==> config.mk <==
export PLATFORM = sky130hd
export DESIGN_NAME = serial_subtractor_ctrl
export DESIGN_NICKNAME = d
export VERILOG_FILES = /design/src/rtl/serial_subtractor_ctrl.sv
export SDC_FILE = /design/constraint.sdc
export NUM_CORES = 1
export LEC_CHECK = 0
export ABC_AREA = 1
export BUFFER_PORTS_ARGS = -buffer_cell sky130_fd_sc_hd__buf_4
export CAP_MARGIN = 20
export CORE_UTILIZATION = 50
export DETAILED_ROUTE_END_ITERATION = 16
export PLACE_DENSITY = 0.78
export SETUP_SLACK_MARGIN = 0.1
export SLEW_MARGIN = 20
export SYNTH_ARGS = -nofsm -noshare
export SYNTH_HDL_FRONTEND = slang
export SYNTH_SLANG_ARGS = --single-unit
==> constraint.sdc <==
create_clock -name clk -period 2.5 [get_ports clk]
set_input_delay 0.5 -clock clk [delete_from_list [all_inputs] [get_ports clk]]
set_output_delay 0.5 -clock clk [all_outputs]
set_load 0.1 [all_outputs]
==> src/rtl/serial_subtractor_ctrl.sv <==
// Bit-serial WIDTH-bit subtractor (a - b - bin), one full-subtractor cell reused LSB first.
// Optional macro SERSUB_OVF_EN adds the signed-overflow output ovf.
module serial_subtractor_ctrl #(
   parameter int WIDTH = 8
) (
   input  logic             clk,
   input  logic             rst,
   input  logic             start,
   input  logic [WIDTH-1:0] a,
   input  logic [WIDTH-1:0] b,
   input  logic             bin,
   output logic [WIDTH-1:0] diff,
   output logic             bout,
   output logic             busy,
   output logic             done
`ifdef SERSUB_OVF_EN
   ,
   output logic             ovf
`endif
);

   localparam int CNT_W = $clog2(WIDTH + 1);

   typedef enum logic [1:0] {
      IDLE = 2'd0,
      RUN  = 2'd1,
      DONE = 2'd2
   } state_t;

   state_t             state_q, state_d;
   logic [WIDTH-1:0]   aSh_q, aSh_d;
   logic [WIDTH-1:0]   bSh_q, bSh_d;
   logic [WIDTH-1:0]   diff_q, diff_d;
   logic [CNT_W-1:0]   cnt_q, cnt_d;
   logic               borrow_q, borrow_d;
   logic               bout_q, bout_d;
   logic               cellDiff, cellBout;
   logic               lastBit;
   logic               accept;
`ifdef SERSUB_OVF_EN
   logic               aMsb_q, aMsb_d;
   logic               bMsb_q, bMsb_d;
   logic               ovf_q, ovf_d;
`endif

   // The single shared full-subtractor cell, fed from the shift-register LSBs.
   always_comb begin
      cellDiff = aSh_q[0] ^ bSh_q[0] ^ borrow_q;
      cellBout = (~aSh_q[0] & bSh_q[0]) | (~(aSh_q[0] ^ bSh_q[0]) & borrow_q);
   end

   assign lastBit = (cnt_q == CNT_W'(WIDTH - 1));
   assign accept  = (state_q == IDLE) && start;

   always_ff @(posedge clk or posedge rst) begin
      if (rst) begin
         state_q <= IDLE;
      end else begin
         state_q <= state_d;
      end
   end

   always_comb begin
      state_d = state_q;
      case (state_q)
         IDLE:    if (start) state_d = RUN;
         RUN:     if (lastBit) state_d = DONE;
         DONE:    state_d = IDLE;
         default: state_d = IDLE;
      endcase
   end

   always_comb begin
      busy = (state_q == RUN);
      done = (state_q == DONE);
   end

   // Datapath next state: capture on accept, one bit per RUN cycle, results frozen otherwise.
   always_comb begin
      aSh_d    = aSh_q;
      bSh_d    = bSh_q;
      diff_d   = diff_q;
      cnt_d    = cnt_q;
      borrow_d = borrow_q;
      bout_d   = bout_q;
`ifdef SERSUB_OVF_EN
      aMsb_d   = aMsb_q;
      bMsb_d   = bMsb_q;
      ovf_d    = ovf_q;
`endif
      if (accept) begin
         aSh_d    = a;
         bSh_d    = b;
         borrow_d = bin;
         cnt_d    = '0;
`ifdef SERSUB_OVF_EN
         aMsb_d   = a[WIDTH-1];
         bMsb_d   = b[WIDTH-1];
         ovf_d    = 1'b0;
`endif
      end else if (state_q == RUN) begin
         aSh_d    = {1'b0, aSh_q[WIDTH-1:1]};
         bSh_d    = {1'b0, bSh_q[WIDTH-1:1]};
         diff_d   = {cellDiff, diff_q[WIDTH-1:1]};
         borrow_d = cellBout;
         cnt_d    = cnt_q + CNT_W'(1);
         if (lastBit) begin
            bout_d = cellBout;
`ifdef SERSUB_OVF_EN
            // cellDiff is the result MSB arriving on this final edge.
            ovf_d  = (aMsb_q != bMsb_q) && (cellDiff != aMsb_q);
`endif
         end
      end
   end

   always_ff @(posedge clk or posedge rst) begin
      if (rst) begin
         aSh_q    <= '0;
         bSh_q    <= '0;
         diff_q   <= '0;
         cnt_q    <= '0;
         borrow_q <= 1'b0;
         bout_q   <= 1'b0;
`ifdef SERSUB_OVF_EN
         aMsb_q   <= 1'b0;
         bMsb_q   <= 1'b0;
         ovf_q    <= 1'b0;
`endif
      end else begin
         aSh_q    <= aSh_d;
         bSh_q    <= bSh_d;
         diff_q   <= diff_d;
         cnt_q    <= cnt_d;
         borrow_q <= borrow_d;
         bout_q   <= bout_d;
`ifdef SERSUB_OVF_EN
         aMsb_q   <= aMsb_d;
         bMsb_q   <= bMsb_d;
         ovf_q    <= ovf_d;
`endif
      end
   end

   assign diff = diff_q;
   assign bout = bout_q;
`ifdef SERSUB_OVF_EN
   assign ovf  = ovf_q;
`endif

endmodule
==> results.ini, run 1 <==
[sta]
slew_headroom = 0.736
post-route-period-util = 0.838
timing.final.crit_period_ps = 2100
clock.fmax_ghz = 0.477
report.final.setup_viol = 0
grt_setup_unrepaired = false
final.setup.tns_ps = 0
finalHoldViolations = 0
worstMarginPinSlew_ps = 396
timing_max_transition_violations_final = 0
worst_slack_ps = 404
finalClockSkew_ps = 4.76

[grt]
initial_antenna_violation_count = 0
grt_pass1_wl_mm = 3.81
grt.overflow.total = 0
grt_start_max_net_pins = 33
vias_in_the_first_global_route = 945
grt_usage = 0.190

[placement]
post-dp-hpwl_mm = 1.66
pre_cts_ws_ps = 763
place.gp.congestion = 0.761
port_buffers = 30

[die]
initial_utilization = 0.543
design.core.area_um2 = 2570
die-width_um = 54.8
floorplan.rows = 18
fp.dieH_um = 54.8
fp.dieArea_um2 = 3010
top_level_ports = 31

[yosys]
postSynthNetCount = 187
synth_seq_area_share = 0.574
muxShareOfSynthArea = 0
synthesis.instances = 165
yosys_warnings = 0
top_cell_type_by_total_area_after_synthesis = dfrtp_1
postSynthRegisterBits = 32
synth-compound-area-share = 0.0251
basic_gate_share_of_the_synthesized_area_counting_and_or_nand_and_nor_cells = 0.310
netlist_top_cells_area = dfrtp_1, nand2_1, nand3_1
synth-xor-area-share = 0
synth_top_family_by_area = simple AND/OR/NAND/NOR gates
post_synth_adder_cell_area = 0.0233
synth_area_um2 = 1400
netlist-cell-type-count = 16
synth_top_area_frac = 0.574
postSynthAreaPerCell_um2 = 8.46

[routing]
detail-route-antenna-nets = 0
post-route-drc-count = 0
detail_route.iter0.violations = 22
dr.pass1.iters = 4
vias_after_detailed_routing = 1099
routedWlPerCell_um = 10.7
avgViaCountPerCell = 4.82
wirelength_mm = 2.44

[clock_tree]
holdBufCountCts = 0
insertion_delay_ps = 330
cts.sinks = 32
post_cts.repair.setup_buffers = 0
htreeDepth = 2
worst_setup_hold_path_clk_slew_ps = 90
cts_max_path_buffers = 2
clk_root_buffer_cell = clkbuf_4
clock_tree_from_tritoncts = built
ctsResizeCount = 0
cts_made_buffers = 5

[layout]
multi_input_area_um2 = 500
antenna-diode-count = 0
area_overhead_vs_synth_pct = 19.6
final_net_count = 220
layout_common_cells = nand2_1, dfrtp_1, buf_4
mostFrequentLayoutCell = nand2_1
layout-drive-gt1-share = 0.217
final-seq-area_um2 = 801
layout.filler_cells = 235

[setup_path]
cp_slowest_cell = dfrtp_1
crit_path_arrival_time_ps = 1600
reg2regPathDepth = 3
critPathCaptureType = output port
timing.critical_path.fanout_max = 28
critPathRequiredTime_ps = 2000
cp_num_buf_inv = 3
path_cells = inv_1 -> nand2_2 -> inv_4 -> buf_4
critical-path-max-stage-delay_ps = 390
worst_r2r_endpoint = borrow_q$_DFFE_PP0P_
worstSetupPathType = reg2out
worstSetupStartpointType = flip-flop
worstSetupEndpoint = busy
critical_path.startpoint = state_q[1]$_DFFE_PP0P_
worstSetupPathDepth = 4
reg2reg_setup_slack_ps = 1200
critical_path.reg2reg.startpoint = aSh_q[0]$_DFFE_PP0P_
cell_type_group_with_the_largest_total_delay_on_the_critical_path = buffers and inverters

[power]
power-per-cell-area_nw_per_um2 = 1430
vdd_drop_max_uv = 1280
leakagePower_nw = 0.910

[flow_run]
max_capacitance_violation_count = 0

[run_status]
status = finished, final reports clean

[min_path]
worst_hold_path_type = in2async

-- layout make-up --
cell class | instances | share of cell area
Inverter | 10 | 0.0255
Clock buffer | 6 | 0.0248
Clock inverter | 1 | 0.00300
Sequential cell | 32 | 0.480
Timing Repair Buffer | 32 | 0.144
Tap cell | 30 | 0.0225
Multi-Input combinational cell | 117 | 0.300
-- worst register-to-register path, cell delays in order (launching register included) --
cell     delay (ps)
dfrtp_1         410
fa_1            450
or2_2           300
nand3_1          80
-- synth_stat cells --
library cell   n
buf_6          3
nand2_2        2
ha_1           1
fa_1           1
a21oi_1        1
nand3_1       16
nand2_1       83
inv_1          8
inv_4          2
nor2_1         6
buf_2          2
o21ai_0        4
o21ai_1        2
or2_2          1
dfrtp_1       32
buf_4          1
-- registers in the layout (all words and copies together) (netlist names) --
signal	cells
cnt_q	4
borrow_q	1
diff	8
bout	1
bSh_q	8
state_q	2
aSh_q	8
-- how the worst min path moves through the flow --
stage,to,cells after the start,slack (ps)
floorplan,aSh_q[7]$_DFFE_PP0P_,2,450
global placement,bSh_q[7]$_DFFE_PP0P_,2,460
detailed placement,aSh_q[0]$_DFFE_PP0P_,2,480
CTS,bSh_q[3]$_DFFE_PP0P_,3,240
global route,bSh_q[2]$_DFFE_PP0P_,3,280
finish,bSh_q[0]$_DFFE_PP0P_,3,240
-- power breakdown --
| part | switching (mW) | internal, mW | total [mW] |
|---|---|---|---|
| Combinational | 0.944 | 0.316 | 1.26 |
| Sequential | 0.132 | 0.733 | 0.865 |
| Clock | 0.165 | 0.103 | 0.269 |
-- per-stage QoR --
stage | power [mW] | area (um^2) | utilization | hold slack (ps) | instances
floorplan | 1.92 | 1400 | - | 449 | 165
global placement | 2.11 | 1620 | 0.632 | 464 | 221
finish | 2.39 | 1670 | 0.650 | 245 | 228
CTS | 2.42 | 1670 | 0.650 | 242 | 228
global route | 2.57 | 1670 | 0.650 | 284 | 228
detailed placement | 2.15 | 1620 | 0.632 | 477 | 221
-- kinds of logic (layout without fill, tap and decap cells) --
group	count (synthesis)	in the layout
DFF	32	32
and+or+nand+nor	108	108
buffers and inverters	16	49
adders and majority gates	2	2
AOI/OAI and AO/OA	7	7
-- layer usage --
layer / vias to the layer above / track usage / wire [um]
met1: 493 / 0.211 / 1120
met4: 0 / 0.115 / 27
met5: - / 0 / 0
met2: 30 / 0.313 / 1150
met3: 3 / 0.0583 / 144
li1: 573 / - / -
Note: power is estimated with default switching activity, not from simulation.
==> inputs of run 2 (changes only) <==
--- a/config.mk
+++ b/config.mk
@@ -8,9 +8,9 @@
 export ABC_AREA = 1
 export BUFFER_PORTS_ARGS = -buffer_cell sky130_fd_sc_hd__buf_4
 export CAP_MARGIN = 20
-export CORE_UTILIZATION = 50
+export CORE_UTILIZATION = 47
 export DETAILED_ROUTE_END_ITERATION = 16
-export PLACE_DENSITY = 0.78
+export PLACE_DENSITY = 0.76
 export SETUP_SLACK_MARGIN = 0.1
 export SLEW_MARGIN = 20
 export SYNTH_ARGS = -nofsm -noshare
==> constraint.sdc (replaced) <==
create_clock -name clk -period 1.7 [get_ports clk]
set_input_delay 0.34 -clock clk [delete_from_list [all_inputs] [get_ports clk]]
set_output_delay 0.34 -clock clk [all_outputs]
set_load 0.1 [all_outputs]
==> results.ini, run 2 (synthesis results as in run 1) <==
[run_status]
status = finished, final reports clean  ; unchanged

[clock_tree]
cts_max_path_buffers = 2  ; unchanged
htreeDepth = 2  ; unchanged
post_cts.repair.setup_buffers = 0  ; unchanged
insertion_delay_ps = 320  ; was 330 ps
clock_tree_from_tritoncts = built  ; unchanged
worst_setup_hold_path_clk_slew_ps = 90  ; about the same
cts_made_buffers = 5  ; unchanged
cts.sinks = 32  ; unchanged
clk_root_buffer_cell = clkbuf_4  ; unchanged

[routing]
wirelength_mm = 2.60  ; was 2.44 mm
routedWlPerCell_um = 11.2  ; was 10.7 um
post-route-drc-count = 0  ; unchanged
dr.pass1.iters = 4  ; unchanged
detail-route-antenna-nets = 0  ; unchanged
detail_route.iter0.violations = 34  ; was 22
avgViaCountPerCell = 5.06  ; was 4.82
vias_after_detailed_routing = 1168  ; was 1,099

[die]
initial_utilization = 0.502  ; was 0.543
top_level_ports = 31  ; unchanged
die-width_um = 56.5  ; was 54.8 um
floorplan.rows = 19  ; was 18
fp.dieArea_um2 = 3190  ; was 3010 um^2
design.core.area_um2 = 2780  ; was 2570 um^2
fp.dieH_um = 56.5  ; was 54.8 um

[power]
vdd_drop_max_uv = 2130  ; was 1280 uV
power-per-cell-area_nw_per_um2 = 2140  ; was 1430 nW/um^2
leakagePower_nw = 0.925  ; was 0.910 nW
total_power_mw = 3.65  ; was 2.39 mW

[setup_path]
critPathCaptureType = output port  ; unchanged
worstSetupStartpointType = flip-flop  ; unchanged
timing.critical_path.fanout_max = 4  ; was 28
reg2reg_setup_slack_ps = 350  ; was 1200 ps
critPathRequiredTime_ps = 1360  ; was 2000 ps
crit_path_arrival_time_ps = 1190  ; was 1600 ps
critical_path.reg2reg.startpoint = state_q[1]$_DFFE_PP0P_  ; was aSh_q[0]$_DFFE_PP0P_
worstSetupEndpoint = done  ; was busy
worstSetupPathType = reg2out  ; unchanged
critical_path.startpoint = state_q[0]$_DFFE_PP0P_  ; was state_q[1]$_DFFE_PP0P_
reg2regPathDepth = 7  ; was 3
worst_r2r_endpoint = bout$_DFFE_PP0P_  ; was borrow_q$_DFFE_PP0P_

[grt]
initial_antenna_violation_count = 0  ; unchanged
grt_start_max_net_pins = 33  ; unchanged
grt_pass1_wl_mm = 4.44  ; was 3.81 mm
grt.overflow.total = 0  ; unchanged
vias_in_the_first_global_route = 1083  ; was 945
grt_usage = 0.186  ; was 0.190

[sta]
timing_max_transition_violations_final = 0  ; unchanged
timing.final.crit_period_ps = 1530
final.setup.tns_ps = 0  ; unchanged
clock.fmax_ghz = 0.654
finalHoldViolations = 0  ; unchanged
worstMarginPinSlew_ps = 409  ; was 396 ps
report.final.setup_viol = 0  ; unchanged
slew_headroom = 0.728  ; was 0.736
post-route-period-util = 0.899
grt_setup_unrepaired = false  ; unchanged
finalClockSkew_ps = 2.01  ; was 4.76 ps

[min_path]
worst_hold_path_type = in2async  ; unchanged

[placement]
post-dp-hpwl_mm = 1.81  ; was 1.66 mm
port_buffers = 30  ; unchanged
place.gp.congestion = 0.825  ; was 0.761

[layout]
layout-drive-gt1-share = 0.230  ; was 0.217
antenna-diode-count = 0  ; unchanged
layout.filler_cells = 271  ; was 235
area_overhead_vs_synth_pct = 22.5  ; was 19.6%
final_net_count = 221  ; was 220
mostFrequentLayoutCell = nand2_1  ; unchanged
layout_common_cells = nand2_1, dfrtp_1, buf_4  ; unchanged

[flow_run]
max_capacitance_violation_count = 0  ; unchanged

run 2: area by class of cell:
cell class,instances,area [um^2],share of cell area
well taps,31,38.8,0.0227
repair buffers,33,260,0.152
inverters,10,42.5,0.0249
multi-input cells,117,508,0.297
clock buffers,8,58.8,0.0344
flip-flops and latches,32,801,0.469
run 2: report_power, final:
part	internal [mW]	switching [mW]	total (mW)
sequential	1.08	0.210	1.29
clock	0.204	0.237	0.440
combinational	0.516	1.41	1.92
total	1.80	1.85	3.65
run 2: metrics by stage:
| stage | util | cells | hold WS [ps] | cell area [um^2] | setup slack (ps) |
|---|---|---|---|---|---|
| 2_1_floorplan | - | 165 | 449 | 1400 | 146 |
| 3_3_place_gp | 0.587 | 223 | 445 | 1630 | 378 |
| 3_5_place_dp | 0.587 | 223 | 456 | 1630 | 304 |
| 4_1_cts | 0.614 | 231 | 93.9 | 1710 | 119 |
| 5_1_grt | 0.614 | 231 | 141 | 1710 | 114 |
| 6_report | 0.614 | 231 | 92.6 | 1710 | 172 |
run 2: how the worst min path moves through the flow:
| stage | cells past startpoint | slack [ps] | end | from |
|---|---|---|---|---|
| after global placement | 3 | 440 | diff[0]$_DFFE_PP0P_ | rst |
| after global routing | 3 | 140 | cnt_q[3]$_DFFE_PP0P_ | rst |
| after CTS | 3 | 90 | diff[0]$_DFFE_PP0P_ | rst |
| final | 3 | 90 | diff[0]$_DFFE_PP0P_ | rst |
| after detailed placement | 3 | 460 | diff[0]$_DFFE_PP0P_ | rst |
| after floorplan | 2 | 450 | aSh_q[7]$_DFFE_PP0P_ | aSh_q[7]$_DFFE_PP0P_ |
run 2: worst max-delay path: stages (launching register included):
cell     delay [ps]
dfrtp_1         440
nor2_2          130
buf_4           290
run 2: per-layer routing:
metal  track usage  part of all wire  vias up
met5             0                 0        -
met4         0.101             0.022        0
met2         0.323              0.51       30
met3        0.0530             0.041        8
met1         0.202              0.43      552
li1              -                 -      578
run 2: repair_timing:
action	in CTS	in global routing
endpoints found under the setup margin	1	1
hold buffers	0	0
gates resized for setup	4	1
pin swaps	0	0
==> inputs of run 3 (changes only) <==
--- a/config.mk
+++ b/config.mk
@@ -10,7 +10,7 @@
 export CAP_MARGIN = 20
 export CORE_UTILIZATION = 47
 export DETAILED_ROUTE_END_ITERATION = 16
-export PLACE_DENSITY = 0.76
+export PLACE_DENSITY = 0.73
 export SETUP_SLACK_MARGIN = 0.1
 export SLEW_MARGIN = 20
 export SYNTH_ARGS = -nofsm -noshare
==> results.ini, run 3 (synthesis results as in run 1) <==
[run_status]
status = finished, final reports clean  ; unchanged

[grt]
grt.overflow.total = 0  ; unchanged
initial_antenna_violation_count = 0  ; unchanged
grt_usage = 0.182  ; was 0.186
grt_start_max_net_pins = 33  ; unchanged
grt_pass1_wl_mm = 4.40  ; was 4.44 mm
vias_in_the_first_global_route = 1074  ; was 1,083

[layout]
layout.filler_cells = 262  ; was 271
layout-drive-gt1-share = 0.240  ; was 0.230
area_overhead_vs_synth_pct = 22.7  ; was 22.5%
layout_common_cells = nand2_1, dfrtp_1, buf_4  ; unchanged
final_net_count = 221  ; unchanged
mostFrequentLayoutCell = nand2_1  ; unchanged
antenna-diode-count = 0  ; unchanged

[sta]
post-route-period-util = 0.908  ; was 0.899
final.setup.tns_ps = 0  ; unchanged
report.final.setup_viol = 0  ; unchanged
slew_headroom = 0.731  ; was 0.728
grt_setup_unrepaired = false  ; unchanged
clock.fmax_ghz = 0.648  ; was 0.654 GHz
timing.final.crit_period_ps = 1540  ; was 1530 ps
timing_max_transition_violations_final = 0  ; unchanged
worstMarginPinSlew_ps = 403  ; was 409 ps
finalClockSkew_ps = 11.0  ; was 2.01 ps
finalHoldViolations = 0  ; unchanged

[power]
vdd_drop_max_uv = 2070  ; was 2130 uV
leakagePower_nw = 0.931  ; was 0.925 nW
total_power_mw = 3.64  ; was 3.65 mW
power-per-cell-area_nw_per_um2 = 2130  ; was 2140 nW/um^2

[clock_tree]
cts_made_buffers = 5  ; unchanged
cts_max_path_buffers = 2  ; unchanged
clock_tree_from_tritoncts = built  ; unchanged
cts.sinks = 32  ; unchanged
worst_setup_hold_path_clk_slew_ps = 100  ; was 90 ps
htreeDepth = 2  ; unchanged
holdBufCountCts = 0  ; unchanged
insertion_delay_ps = 330  ; was 320 ps
clk_root_buffer_cell = clkbuf_4  ; unchanged

[die]
fp.dieH_um = 56.5  ; unchanged
initial_utilization = 0.502  ; unchanged
top_level_ports = 31  ; unchanged
design.core.area_um2 = 2780  ; unchanged
die-width_um = 56.5  ; unchanged
fp.dieArea_um2 = 3190  ; unchanged
floorplan.rows = 19  ; unchanged

[setup_path]
timing.critical_path.fanout_max = 12  ; was 4
worstSetupPathType = reg2out  ; unchanged
critPathRequiredTime_ps = 1360  ; about the same
critPathCaptureType = output port  ; unchanged
crit_path_arrival_time_ps = 1200  ; was 1190 ps
worstSetupStartpointType = flip-flop  ; unchanged

[routing]
dr.pass1.iters = 4  ; unchanged
routedWlPerCell_um = 10.7  ; was 11.2 um
avgViaCountPerCell = 4.87  ; was 5.06
post-route-drc-count = 0  ; unchanged
detail-route-antenna-nets = 0  ; unchanged
vias_after_detailed_routing = 1125  ; was 1,168
wirelength_mm = 2.48  ; was 2.60 mm
detail_route.iter0.violations = 36  ; was 34

[placement]
place.gp.congestion = 0.788  ; was 0.825
post-dp-hpwl_mm = 1.70  ; was 1.81 mm
port_buffers = 30  ; unchanged

[flow_run]
max_capacitance_violation_count = 0  ; unchanged

[min_path]
worst_hold_path_type = in2async  ; unchanged

## run 3: changes by cell type in the layout (fill, tap and decap cells not counted)
cell	previous run	this run
clkbuf_1	2	0
clkinv_2	0	2
## run 3: critical path, stage by stage, from the launching register on
cell	delay, ps
dfrtp_1	410
inv_2	100
nand2_4	110
inv_4	90
buf_12	160
## run 3: timing repair
| action | CTS | global route |
|---|---|---|
| setup endpoints to repair | 1 | 0 |
| resized for setup | 5 | 0 |
| buffers inserted | 0 | 0 |
## run 3: path summary, 6_finish.rpt
kind,cells past startpoint,slack (ps),from,end
max,4,160,state_q[1]$_DFFE_PP0P_,busy
min,3,90,rst,cnt_q[2]$_DFFE_PP0P_
max reg2reg,7,360,state_q[1]$_DFFE_PP0P_,bout$_DFFE_PP0P_
min reg2reg,2,490,aSh_q[7]$_DFFE_PP0P_,aSh_q[7]$_DFFE_PP0P_
max in group asynchronous,3,1310,rst,cnt_q[0]$_DFFE_PP0P_
min in group clk,3,210,a[7],aSh_q[7]$_DFFE_PP0P_
## run 3: cell type report
cell class | instances | area [um^2] | area share
repair buffers | 33 | 260 | 0.152
multi-input cells | 117 | 508 | 0.297
flip-flops and latches | 32 | 801 | 0.468
clock buffers | 6 | 51.3 | 0.0300
well taps | 31 | 38.8 | 0.0227
clock inverters | 2 | 10.0 | 0.00585
inverters | 10 | 42.5 | 0.0249
## run 3: stage by stage
step	hold slack, ps	util	cells	worst slack, ps	cell area, um^2
3_5_place_dp	454	0.587	223	294	1630
2_1_floorplan	449	-	165	146	1400
3_3_place_gp	445	0.587	223	375	1630
5_1_grt	126	0.615	231	100	1710
4_1_cts	81.9	0.615	231	141	1710
6_report	91.1	0.615	231	157	1710
## run 3: per-layer routing
layer	wire length (um)	share of wire	track usage	vias up
met5	0	0	0	-
li1	-	-	-	575
met4	36	0.015	0.0871	0
met2	1190	0.48	0.314	28
met3	125	0.050	0.0576	5
met1	1120	0.45	0.202	517
## run 3: power by group
| group | total (mW) | internal (mW) | switching (mW) |
|---|---|---|---|
| registers | 1.28 | 1.08 | 0.204 |
| clock network | 0.445 | 0.197 | 0.248 |
| logic | 1.92 | 0.518 | 1.40 |
| total | 3.64 | 1.79 | 1.85 |
